[config.mk]
export PLATFORM = sky130hd
export DESIGN_NAME = rom_load_sequencer
export DESIGN_NICKNAME = d
export VERILOG_FILES = /design/src/rtl/rom_load_sequencer.sv
export SDC_FILE = /design/constraint.sdc
export NUM_CORES = 1
export LEC_CHECK = 0
export BUFFER_PORTS_ARGS = -buffer_cell sky130_fd_sc_hd__buf_2
export CAP_MARGIN = 20
export CORE_MARGIN = 4
export CORE_UTILIZATION = 54
export CTS_CLUSTER_SIZE = 12
export DETAILED_ROUTE_END_ITERATION = 7
export PLACE_DENSITY_LB_ADDON = 0.12
export REMOVE_ABC_BUFFERS = 1
export SLEW_MARGIN = 0
export SYNTH_ARGS = -nofsm -noshare
export SYNTH_HDL_FRONTEND = slang
export SYNTH_SLANG_ARGS = --single-unit
export TNS_END_PERCENT = 100
[constraint.sdc]
create_clock -name clk_sys -period 5.2 [get_ports clk_sys]
set_input_delay 0.26 -clock clk_sys [delete_from_list [all_inputs] [get_ports clk_sys]]
set_output_delay 0.26 -clock clk_sys [all_outputs]
set_load 0.02 [all_outputs]
[src/rtl/rom_load_sequencer.sv]
// ROM download decoder and core-reset sequencer between hps_io ioctl and the bagman core.
// Optional build macro ROM_CHECKSUM_EN adds a mod-256 image checksum to the load verdict.
//
// state | meaning
// IDLE  | no image loaded yet, core held in reset
// LOAD  | download in progress, writes decoded to region strobes
// HOLD  | settle period after a download or soft reset, core held in reset
// RUN   | core released
module rom_load_sequencer #(
   parameter logic [16:0] CPU_END     = 17'h06000,
   parameter logic [16:0] GFX_END     = 17'h0A000,
   parameter logic [16:0] PROM_END    = 17'h0A040,
   parameter logic [16:0] SND_END     = 17'h0C040,
   parameter int          HOLD_CYCLES = 1024
`ifdef ROM_CHECKSUM_EN
   , parameter logic [7:0] EXPECTED_SUM = 8'h00
`endif
) (
   input  logic        clk_sys,
   input  logic        reset_n,
   input  logic        ioctl_download,
   input  logic        ioctl_wr,
   input  logic [24:0] ioctl_addr,
   input  logic [7:0]  ioctl_dout,
   input  logic        soft_reset,
   output logic [16:0] dn_addr,
   output logic [7:0]  dn_data,
   output logic        cpu_we,
   output logic        gfx_we,
   output logic        prom_we,
   output logic        snd_we,
   output logic        game_reset,
   output logic        load_ok,
   output logic        load_err,
   output logic [16:0] byte_count,
   output logic [7:0]  rom_sum
);

   localparam int CW = (HOLD_CYCLES > 2) ? $clog2(HOLD_CYCLES) : 1;
   localparam logic [CW-1:0] HOLD_LAST = (HOLD_CYCLES > 1) ? CW'(HOLD_CYCLES - 1) : '0;

   localparam logic [24:0] CPU_END_W  = {8'd0, CPU_END};
   localparam logic [24:0] GFX_END_W  = {8'd0, GFX_END};
   localparam logic [24:0] PROM_END_W = {8'd0, PROM_END};
   localparam logic [24:0] SND_END_W  = {8'd0, SND_END};

   typedef enum logic [1:0] {IDLE, LOAD, HOLD, RUN} state_t;

   state_t        state;
   logic          dl_q;
   logic          overflow;
   logic          verdict_pend;
   logic [CW-1:0] hold_cnt;
   logic          dl_rise;
   logic          dl_fall;
   logic          load_start;
   logic          wr_ok;
   logic          addr_over;
   logic [3:0]    region;
   logic          sum_ok;
   logic          image_ok;

   assign dl_rise    = ioctl_download & ~dl_q;
   assign dl_fall    = ~ioctl_download & dl_q;
   assign load_start = dl_rise & ((state == IDLE) | (state == RUN));
   assign wr_ok      = ioctl_wr & (state == LOAD);
   assign addr_over  = (ioctl_addr >= SND_END_W);
   assign image_ok   = (byte_count == SND_END) & ~overflow & sum_ok;

   always_comb begin
      region = 4'b0000;
      if (ioctl_addr < CPU_END_W)
         region = 4'b1000;
      else if (ioctl_addr < GFX_END_W)
         region = 4'b0100;
      else if (ioctl_addr < PROM_END_W)
         region = 4'b0010;
      else if (ioctl_addr < SND_END_W)
         region = 4'b0001;
   end

   // Tracks the input even through reset so a download still high at release is not a fresh rise.
   always_ff @(posedge clk_sys) begin
      dl_q <= ioctl_download;
   end

   always_ff @(posedge clk_sys) begin
      if (!reset_n) begin
         state        <= IDLE;
         game_reset   <= 1'b1;
         cpu_we       <= 1'b0;
         gfx_we       <= 1'b0;
         prom_we      <= 1'b0;
         snd_we       <= 1'b0;
         dn_addr      <= '0;
         dn_data      <= '0;
         byte_count   <= '0;
         load_ok      <= 1'b0;
         load_err     <= 1'b0;
         overflow     <= 1'b0;
         verdict_pend <= 1'b0;
         hold_cnt     <= '0;
      end else begin
         cpu_we       <= wr_ok & region[3];
         gfx_we       <= wr_ok & region[2];
         prom_we      <= wr_ok & region[1];
         snd_we       <= wr_ok & region[0];
         verdict_pend <= 1'b0;
         game_reset   <= (state != RUN);

         if (wr_ok) begin
            dn_addr <= ioctl_addr[16:0];
            dn_data <= ioctl_dout;
            if (byte_count != '1)
               byte_count <= byte_count + 17'd1;
            if (addr_over)
               overflow <= 1'b1;
         end

         if (verdict_pend) begin
            load_ok  <= image_ok;
            load_err <= ~image_ok;
         end

         if (load_start) begin
            byte_count <= '0;
            overflow   <= 1'b0;
            load_ok    <= 1'b0;
            load_err   <= 1'b0;
         end

         case (state)
            IDLE: begin
               if (load_start)
                  state <= LOAD;
            end
            LOAD: begin
               if (dl_fall) begin
                  state        <= HOLD;
                  hold_cnt     <= '0;
                  verdict_pend <= 1'b1;
               end
            end
            HOLD: begin
               if (soft_reset)
                  hold_cnt <= '0;
               else if (hold_cnt == HOLD_LAST)
                  state <= RUN;
               else
                  hold_cnt <= hold_cnt + 1'b1;
            end
            RUN: begin
               if (load_start) begin
                  state <= LOAD;
               end else if (soft_reset) begin
                  state    <= HOLD;
                  hold_cnt <= '0;
               end
            end
            default: state <= IDLE;
         endcase
      end
   end

`ifdef ROM_CHECKSUM_EN
   always_ff @(posedge clk_sys) begin
      if (!reset_n)
         rom_sum <= '0;
      else if (load_start)
         rom_sum <= '0;
      else if (wr_ok)
         rom_sum <= rom_sum + ioctl_dout;
   end

   assign sum_ok = (rom_sum == EXPECTED_SUM);
`else
   assign rom_sum = 8'h00;
   assign sum_ok  = 1'b1;
`endif

endmodule
==> results of run 1 <==
==> critical path, stage by stage, from the launching register on <==
cell and delay (ns):
dfxtp_1 0.41, and3_1 0.22, nand3_1 0.24, nor4_1 0.35
ha_1 0.23, and4b_1 0.24, nand3_1 0.19, nor3_1 0.09
xnor2_1 0.17, nor2_1 0.05
==> registers in the layout (all words and copies together), names as in the netlist <==
register,cells
dn_addr,17
snd_we,1
load_ok,1
dl_q,1
game_reset,1
verdict_pend,1
overflow,1
gfx_we,1
dn_data,8
byte_count,17
state,2
hold_cnt,10
load_err,1
prom_we,1
cpu_we,1
==> where the power goes <==
group	internal [mW]	switching, mW
Combinational	0.0782	0.152
Sequential	0.524	0.0229
Clock	0.229	0.175
Total	0.832	0.351
==> final cells by class <==
cell class,instances,area (µm²)
sequential,64,1280
tap,70,87.6
multi-input combinational,259,1480
clock inverter,4,45.0
timing repair buffer,88,445
clock buffer,11,141
inverter,9,33.8
fill,466,1620
==> logic make-up after synthesis <==
| group | share of synthesized area [%] |
|---|---|
| AO/OA/AOI/OAI | 12.6 |
| AND/OR/NAND/NOR | 29.3 |
| buffers and inverters | 4.79 |
| XOR/XNOR | 5.18 |
| flip-flops | 44.6 |
| adder cells (fa/ha/maj) | 3.48 |
| other | 0.130 |
==> metal layers <==
| layer | part of all wire (%) | routed length (µm) | track usage (%) |
|---|---|---|---|
| met1 | 44 | 2830 | 25.3 |
| met2 | 48 | 3050 | 33.3 |
| met4 | 1.9 | 122 | 9.80 |
| met3 | 5.7 | 364 | 3.99 |
| met5 | 0 | 0 | 0 |
==> synthesized netlist by cell type, types with 3 or more instances <==
| master | number |
|---|---|
| a21oi_1 | 37 |
| and2_1 | 4 |
| and3_1 | 3 |
| buf_4 | 8 |
| clkbuf_1 | 7 |
| dfxtp_1 | 64 |
| ha_1 | 8 |
| inv_1 | 9 |
| nand2_1 | 75 |
| nand2b_1 | 4 |
| nand3_1 | 10 |
| nand4_1 | 8 |
| nor2_1 | 23 |
| nor3_1 | 7 |
| nor4_1 | 4 |
| o21ai_0 | 8 |
| o21ai_1 | 3 |
| or3_1 | 4 |
| xnor2_1 | 7 |
| xor2_1 | 10 |
==> path summary, 6_finish.rpt <==
check	cells after the start	slack, ns	to	startpoint
worst max register to register	9	2.89	byte_count[13]	byte_count[7]
worst min-delay path	1	0.06	dl_q	ioctl_download
worst min register to register	2	0.45	dn_addr[14]	dn_addr[14]
worst max-delay path	9	2.89	byte_count[13]	byte_count[7]
==> through the flow <==
| step | utilization [%] | area [µm²] | hold WS [ns] | std cells |
|---|---|---|---|---|
| 2_1_floorplan | - | 2800 | 0.288 | 332 |
| 3_3_place_gp | 64.8 | 3330 | 0.388 | 490 |
| 3_5_place_dp | 64.8 | 3330 | 0.393 | 490 |
| 4_1_cts | 68.4 | 3520 | 0.0528 | 505 |
| 5_1_grt | 68.4 | 3520 | 0.0533 | 505 |
| 6_report | 68.4 | 3520 | 0.0630 | 505 |
==> out/metrics.yaml, run 1 <==
placement:
  dp_worst_setup_slack_ns: 2.94
  io_buffers: 86
  globalplace.congestion: 0.825
  hpwlAfterDp_um: 4630
sta:
  finalSetupTns_ns: 0
  slew_viol_final: 0
  rsz0062_at_grt: "false"
  setup_ws_ns: 2.89
  slew_headroom_pct: 39.8
  hold_viol_final: 0
  skew_ns: 0.00545
  finalSetupViolCount: 0
  finalCritPeriodShare_pct: 44.5
  fmax_mhz: 432
  worst_pin_slew_ns: 0.900
  period_minus_slack_ns: 2.31
synth:
  synthFlopType: "dfxtp_1"
  synth_top_area_share_pct: 44.6
  synth_cell_types: 49
  async_reset_ff_share_pct: 0
  ys_ff_latch: 64
  synth_edf_count: 0
  yosysWarnings: 0
  synth_area_leaders: "dfxtp_1 45%, nand2_1 9.8%, a21oi_1 6.4%"
  ys_seq_area_share_pct: 44.6
  synthCells: 344
  synth_area_leader_cell: "dfxtp_1"
  avgSynthCellArea_um2: 8.35
  netlist_area_mm2: 0.00287
power_and_ir_drop:
  p_leak_nw: 1.50
  p_per_area_mw_per_mm2: 336
  power.total_mw: 1.18
  peakVddDrop_mv: 0.238
setup_path:
  worstSetupPathType: "reg2reg"
  worst_setup_path_end_kind: "flip-flop"
  start_kind: "flip-flop"
  cp_max_fo: 7
  required_ns: 5.42
  cp_data_arrival_time_ns: 2.53
detailed_routing:
  routed_wl_um: 6370
  ant_nets: 0
  avgViaCountPerCell: 5.24
  drt_iter0_markers: 94
  firstDrtPassIters: 4
  drt_drc_violations_left: 0
  vias: 2644
  wl_per_cell_um: 12.6
final_layout:
  final_common_cell: "buf_2"
  final_nets: 477
  drive_gt1_share_pct: 26.0
  diodes: 0
  final_cell_mix: "86 x buf_2, 75 x nand2_1, 64 x dfxtp_1"
  syn_to_final_growth_pct: 22.3
cts:
  cts_resized: 0
  htreeDepth: 3
  numClockSinks: 64
  numCtsBuffers: 9
  postCtsSetupRepairBufs: 0
  clock-root-buffer: "clkbuf_8"
  path_clk_slew_ns: 0.07
  cts_hold_buffers: 0
  ctsLongestPathBuffers: 2
  clk_latency_ns: 0.33
  cts_tree: "built"
floorplanning:
  core-area_mm2: 0.00514
  dieHeight_um: 81.0
  row_count: 26
  die_w_um: 81.0
  io_pins: 95
  start_util_pct: 55.9
  dieArea_mm2: 0.00655
flow_run:
  maxCapViolations: 0
global_routing:
  grt.total_usage_pct: 20.2
  grt_pass1_wl_um: 10600
  antenna_found_initial: 0
  grt_pass1_vias: 2403
  grt-ovfl-total: 0
  grt_max_degree: 32
min_path:
  hold_path_class: "in2reg"
outcome:
  status: "completed"
No activity file was read; power rests on OpenSTA's default activity.
==> run 2, diff against run 1 <==
--- a/config.mk
+++ b/config.mk
@@ -8,7 +8,7 @@
 export BUFFER_PORTS_ARGS = -buffer_cell sky130_fd_sc_hd__buf_2
 export CAP_MARGIN = 20
 export CORE_MARGIN = 4
-export CORE_UTILIZATION = 54
+export CORE_UTILIZATION = 45
 export CTS_CLUSTER_SIZE = 12
 export DETAILED_ROUTE_END_ITERATION = 7
 export PLACE_DENSITY_LB_ADDON = 0.12
==> constraint.sdc (replaced) <==
create_clock -name clk_sys -period 2.1 [get_ports clk_sys]
set_input_delay 0.105 -clock clk_sys [delete_from_list [all_inputs] [get_ports clk_sys]]
set_output_delay 0.105 -clock clk_sys [all_outputs]
set_load 0.02 [all_outputs]
==> out/metrics.yaml, run 2 (synthesis results as in run 1) <==
outcome:
  status: "completed"  # unchanged
placement:
  dp_worst_setup_slack_ns: 0.0428  # was 2.94 ns
  globalplace.congestion: 0.799  # was 0.825
  dp.cells: 513  # was 490
  io_buffers: 86  # unchanged
  hpwlAfterDp_um: 5220  # was 4630 µm
setup_path:
  worst_setup_path_end_kind: "flip-flop"  # unchanged
  path_delay_family: "simple AND/OR/NAND/NOR gates"  # unchanged
  cp_cell_sequence: "inv_1, ha_1, nand4b_1, a21oi_1, nand3_2, or4b_1, a21oi_1"  # was and3_1, nand3_1, nor4_1, ha_1, and4b_1, nand3_1, nor3_1, xnor2_1, nor2_1
  cp_data_arrival_time_ns: 2.21  # was 2.53 ns
  max_stage_delay_ns: 0.50  # was 0.41 ns
  cp_slowest_cell: "or4b_1"  # was dfxtp_1
  path_depth: 7  # was 9
  start_kind: "flip-flop"  # unchanged
  r2r_setup_slack_ns: 0.15  # was 2.89 ns
  r2r_cells: 7  # was 9
  r2r-start: "state[0]"  # was byte_count[7]
  worstSetupPathType: "reg2reg"  # unchanged
  endpoint: "hold_cnt[7]"  # was byte_count[13]
  cpMostUsedCell: "a21oi_1"  # was nand3_1
  critPathBufInv: 1  # was 0
  worstReg2RegEnd: "hold_cnt[7]"  # was byte_count[13]
  required_ns: 2.36  # was 5.42 ns
  cp_max_fo: 7  # unchanged
  cp-startpoint: "state[0]"  # was byte_count[7]
final_layout:
  final_cell_mix: "86 x buf_2, 75 x nand2_1, 61 x dfxtp_1"  # was 86 x buf_2, 75 x nand2_1, 64 x dfxtp_1
  final_common_cell: "buf_2"  # unchanged
  final_nets: 509  # was 477
  final_util_pct: 64.2  # was 68.4%
  syn_to_final_growth_pct: 35.4  # was 22.3%
  reg.largest.list: "byte_count: 17 flops, dn_addr: 17 flops, hold_cnt: 10 flops"  # unchanged
  drive_gt1_share_pct: 30.3  # was 26.0%
  diodes: 0  # unchanged
  regArea_mm2: 0.00128  # about the same
  multi_input_area_mm2: 0.00152  # was 0.00148 mm²
  final_cells: 543  # was 505
  nFillCells: 534  # was 466
sta:
  hold_viol_final: 0  # unchanged
  hold_slack_ns: 0.0164  # was 0.0630 ns
  skew_ns: 0.00808  # was 0.00545 ns
  finalCritPeriodShare_pct: 92.7  # was 44.5%
  finalSetupViolCount: 0  # unchanged
  finalSetupTns_ns: 0  # unchanged
  period_minus_slack_ns: 1.95  # was 2.31 ns
  setup_ws_ns: 0.154  # was 2.89 ns
  slew_viol_final: 0  # unchanged
  rsz0062_at_grt: "false"  # unchanged
  fmax_mhz: 514  # was 432 MHz
global_routing:
  grt_pass1_vias: 2530  # was 2403
  grt.total_usage_pct: 19.0  # was 20.2%
  antenna_found_initial: 0  # unchanged
  grt_max_degree: 26  # was 32
  grt_pass1_wl_um: 11600  # was 10600 µm
  grt-ovfl-total: 0  # unchanged
cts:
  clock-root-buffer: "clkbuf_8"  # unchanged
  htreeDepth: 3  # unchanged
  numClockSinks: 64  # unchanged
  numCtsBuffers: 9  # unchanged
  path_clk_slew_ns: 0.07  # about the same
  cts_tree: "built"  # unchanged
  ctsLongestPathBuffers: 2  # unchanged
  clk_latency_ns: 0.33  # about the same
floorplanning:
  io_pins: 95  # unchanged
  die_w_um: 87.9  # was 81.0 µm
  dieArea_mm2: 0.00773  # was 0.00655 mm²
  dieHeight_um: 87.9  # was 81.0 µm
  row_count: 28  # was 26
  start_util_pct: 47.4  # was 55.9%
  core-area_mm2: 0.00606  # was 0.00514 mm²
flow_run:
  maxCapViolations: 0  # unchanged
detailed_routing:
  drt_drc_violations_left: 0  # unchanged
  firstDrtPassIters: 4  # unchanged
  ant_nets: 0  # unchanged
  routed_wl_um: 7510  # was 6370 µm
  avgViaCountPerCell: 5.07  # was 5.24
  drt_iter0_markers: 100  # was 94
  wl_per_cell_um: 13.8  # was 12.6 µm
  vias: 2752  # was 2644
power_and_ir_drop:
  peakVddDrop_mv: 0.566  # was 0.238 mV
  p_leak_nw: 1.68  # was 1.50 nW
  p_per_area_mw_per_mm2: 844  # was 336 mW/mm²
min_path:
  hold_path_class: "in2reg"  # unchanged
-- run 2: changes by cell type in the layout (fill, tap and decap cells not counted), moves of 2 or more --
cell,previous run,this run
buf_4,2,21
bufinv_16,1,3
clkinv_2,3,1
dfxtp_1,64,61
dfxtp_2,0,3
dlygate4sd3_1,0,13
nand3_1,10,8
nand3_2,1,3
-- run 2: worst min-delay path by stage --
stage              startpoint    endpoint  slack, ns  cells after the start
2_1_floorplan  ioctl_download        dl_q       0.13                      0
3_3_place_gp   ioctl_download        dl_q       0.23                      1
3_5_place_dp   ioctl_download        dl_q       0.24                      1
4_1_cts         ioctl_dout[7]  dn_data[7]     0.0005                      3
5_1_grt         ioctl_addr[2]  dn_addr[2]       0.02                      3
6_report        ioctl_dout[7]  dn_data[7]       0.02                      3
-- run 2: power by group --
group,internal (mW),switching [mW],leakage (nW),total (mW)
Sequential,1.30,0.0540,0.519,1.35
Combinational,0.235,0.403,1.04,0.638
Clock,0.822,0.472,0.124,1.29
Total,2.36,0.930,1.68,3.29
-- run 2: cell type report --
cell class,count,share of cell area [%]
inverter,9,0.868
sequential,64,33.0
clock inverter,5,2.67
multi-input combinational,259,38.9
tap,75,2.41
clock buffer,11,3.63
timing repair buffer,120,18.5
-- run 2: what timing repair did --
action | CTS | global route
setup buffers | 0 | 1
setup endpoints to repair | 1 | 15
hold buffers | 13 | 0
pin swaps | 0 | 2
endpoints found under the hold margin | 13 | 0
gates resized for setup | 1 | 9
-- run 2: tightest hold or removal path, stage by stage --
cell,delay (ns)
buf_2,0.10
nand2_1,0.05
a21oi_1,0.05
-- run 2: through the flow --
stage | total power [mW] | cell area [µm²]
3_5_place_dp | 1.99 | 3470
2_1_floorplan | 1.75 | 2800
4_1_cts | 3.31 | 3850
5_1_grt | 3.44 | 3890
3_3_place_gp | 1.98 | 3470
6_report | 3.29 | 3890
-- run 2: routing by layer --
metal | vias up | part of all wire [%] | track usage, % | wire length, µm
met3 | 9 | 4.8 | 3.20 | 359
met5 | - | 0 | 0 | 0
met2 | 65 | 51 | 30.8 | 3820
met1 | 1262 | 43 | 24.9 | 3240
li1 | 1416 | - | - | -
met4 | 0 | 1.2 | 8.09 | 90
==> run 3, diff against run 2 <==
==> constraint.sdc (replaced) <==
create_clock -name clk_sys -period 2.1 [get_ports clk_sys]
set_input_delay 0.21 -clock clk_sys [delete_from_list [all_inputs] [get_ports clk_sys]]
set_output_delay 0.21 -clock clk_sys [all_outputs]
set_load 0.02 [all_outputs]
==> out/metrics.yaml, run 3 (synthesis results as in run 1) <==
cts:
  cts_tree: "built"  # unchanged
  clock-root-buffer: "clkbuf_8"  # unchanged
  clk_latency_ns: 0.33  # about the same
  htreeDepth: 3  # unchanged
  path_clk_slew_ns: 0.08  # was 0.07 ns
  ctsLongestPathBuffers: 2  # unchanged
  numCtsBuffers: 9  # unchanged
  numClockSinks: 64  # unchanged
detailed_routing:
  wl_met1_um: 3160  # was 3240 µm
  drt_iter0_markers: 112  # was 100
  avgViaCountPerCell: 5.08  # was 5.07
  vias: 2696  # was 2752
  drt_drc_violations_left: 0  # unchanged
  ant_nets: 0  # unchanged
  firstDrtPassIters: 4  # unchanged
  routed_wl_um: 7290  # was 7510 µm
  wl_per_cell_um: 13.7  # was 13.8 µm
  routed.top_layer: "met4"  # unchanged
  dr_wl_met3_um: 340  # was 359 µm
  dr_wl_met2_um: 3690  # was 3820 µm
setup_path:
  max_stage_delay_ns: 0.50  # about the same
  start_kind: "flip-flop"  # unchanged
  worst_setup_path_end_kind: "flip-flop"  # unchanged
  cp_data_arrival_time_ns: 2.21  # about the same
  cp-startpoint: "state[0]"  # unchanged
  cp_cell_sequence: "inv_1, ha_1, nand4b_1, a21oi_1, nand3_2, or4b_1, a21oi_1"  # unchanged
  cpMostUsedCell: "a21oi_1"  # unchanged
  r2r-start: "state[0]"  # unchanged
  required_ns: 2.36  # about the same
  path_delay_family: "simple AND/OR/NAND/NOR gates"  # unchanged
  critPathBufInv: 1  # unchanged
  cp_slowest_cell: "or4b_1"  # unchanged
  worstSetupPathType: "reg2reg"  # unchanged
  cp_max_fo: 7  # unchanged
power_and_ir_drop:
  pwr-share-comb_pct: 19.0  # was 19.4%
  power.total_mw: 3.27  # was 3.29 mW
  p_per_area_mw_per_mm2: 866  # was 844 mW/mm²
  seqPwrFrac_pct: 41.4  # was 41.2%
  p_int_mw: 2.34  # was 2.36 mW
  p_leak_nw: 1.63  # was 1.68 nW
  power.net_switching_mw: 0.924  # was 0.930 mW
  pwr-share-clk_pct: 39.6  # was 39.4%
  peakVddDrop_mv: 0.565  # was 0.566 mV
  sw_frac_of_total_pct: 28.3  # about the same
sta:
  skew_ns: 0.00825  # was 0.00808 ns
  rsz0062_at_grt: "false"  # unchanged
  finalCritPeriodShare_pct: 92.8  # was 92.7%
  fmax_mhz: 513  # was 514 MHz
  setup_ws_ns: 0.151  # was 0.154 ns
  hold_viol_final: 0  # unchanged
  period_minus_slack_ns: 1.95  # about the same
  slew_viol_final: 0  # unchanged
  finalSetupViolCount: 0  # unchanged
  hold_slack_ns: 0.107  # was 0.0164 ns
outcome:
  status: "completed"  # unchanged
global_routing:
  antenna_found_initial: 0  # unchanged
  grt_pass1_vias: 2474  # was 2530
  grt-ovfl-total: 0  # unchanged
  grt_pass1_wl_um: 11300  # was 11600 µm
  grt_max_degree: 26  # unchanged
  grt.total_usage_pct: 18.5  # was 19.0%
floorplanning:
  dieArea_mm2: 0.00773  # unchanged
  start_util_pct: 47.4  # unchanged
  dieHeight_um: 87.9  # unchanged
  core-area_mm2: 0.00606  # unchanged
  io_pins: 95  # unchanged
  die_w_um: 87.9  # unchanged
  row_count: 28  # unchanged
final_layout:
  nFillCells: 547  # was 534
  drive_gt1_share_pct: 31.1  # was 30.3%
  final_common_cell: "buf_2"  # unchanged
  syn_to_final_growth_pct: 31.2  # was 35.4%
  diodes: 0  # unchanged
  final_cell_mix: "86 x buf_2, 75 x nand2_1, 61 x dfxtp_1"  # unchanged
  final_nets: 497  # was 509
  final_util_pct: 62.2  # was 64.2%
  reg.largest.list: "byte_count: 17 flops, dn_addr: 17 flops, hold_cnt: 10 flops"  # unchanged
placement:
  io_buffers: 86  # unchanged
  hpwlAfterDp_um: 5220  # unchanged
  globalplace.congestion: 0.799  # unchanged
  dp_worst_setup_slack_ns: 0.0428  # unchanged
min_path:
  hold_path_class: "in2reg"  # unchanged
  hp-start: "ioctl_dout[5]"  # was ioctl_dout[7]
flow_run:
  maxCapViolations: 0  # unchanged
==> run 3: cell count changes in the layout (fill, tap and decap cells not counted), sizes merged <==
cell	change
dlygate4sd3	-12
==> run 3: final timing paths <==
check | end | depth (start not counted) | slack [ns]
max | hold_cnt[7] | 7 | 0.15
min | dn_data[5] | 3 | 0.11
max reg2reg | hold_cnt[7] | 7 | 0.15
min reg2reg | dn_addr[3] | 2 | 0.45
==> run 3: through the flow <==
stage,cell area (µm²),setup TNS (ns),cells
floorplan,2800,-1.22,332
global placement,3470,0,513
detailed placement,3470,0,513
CTS,3730,0,530
global route,3770,0,531
finish,3770,0,531
==> run 3: cell type report <==
| cell class | instances | area (µm²) | area share (%) |
|---|---|---|---|
| Timing Repair Buffer | 108 | 598 | 15.9 |
| Sequential cell | 64 | 1280 | 34.1 |
| Clock inverter | 5 | 104 | 2.75 |
| Multi-Input combinational cell | 259 | 1520 | 40.2 |
| Tap cell | 75 | 93.8 | 2.49 |
| Inverter | 9 | 33.8 | 0.896 |
| Clock buffer | 11 | 141 | 3.75 |
==> run 3: timing repair <==
action                                  CTS  global route
setup buffers                             0             1
endpoints found under the setup margin    1            15
resized for setup                         1             9
pin swaps                                 0             2
endpoints found under the hold margin     1             0
gates cloned                              0             0
hold buffers                              1             0
==> run 3: worst min-delay path: stages <==
cell,delay (ns)
buf_2,0.09
nand2_1,0.04
a21oi_1,0.05
==> run 3: power by group through the flow <==
stage / clock [mW] / combinational (mW) / sequential [mW]
global route: 1.37 / 0.686 / 1.36
global placement: 0 / 0.602 / 1.37
finish: 1.29 / 0.620 / 1.35
detailed placement: 0 / 0.611 / 1.38
CTS: 1.33 / 0.619 / 1.35
floorplan: 0 / 0.307 / 1.45
==> run 3: metal layers <==
metal	track usage (%)	up-vias
met2	29.1	58
met4	8.37	0
met3	3.29	8
met1	24.7	1240
met5	0	-
li1	-	1390
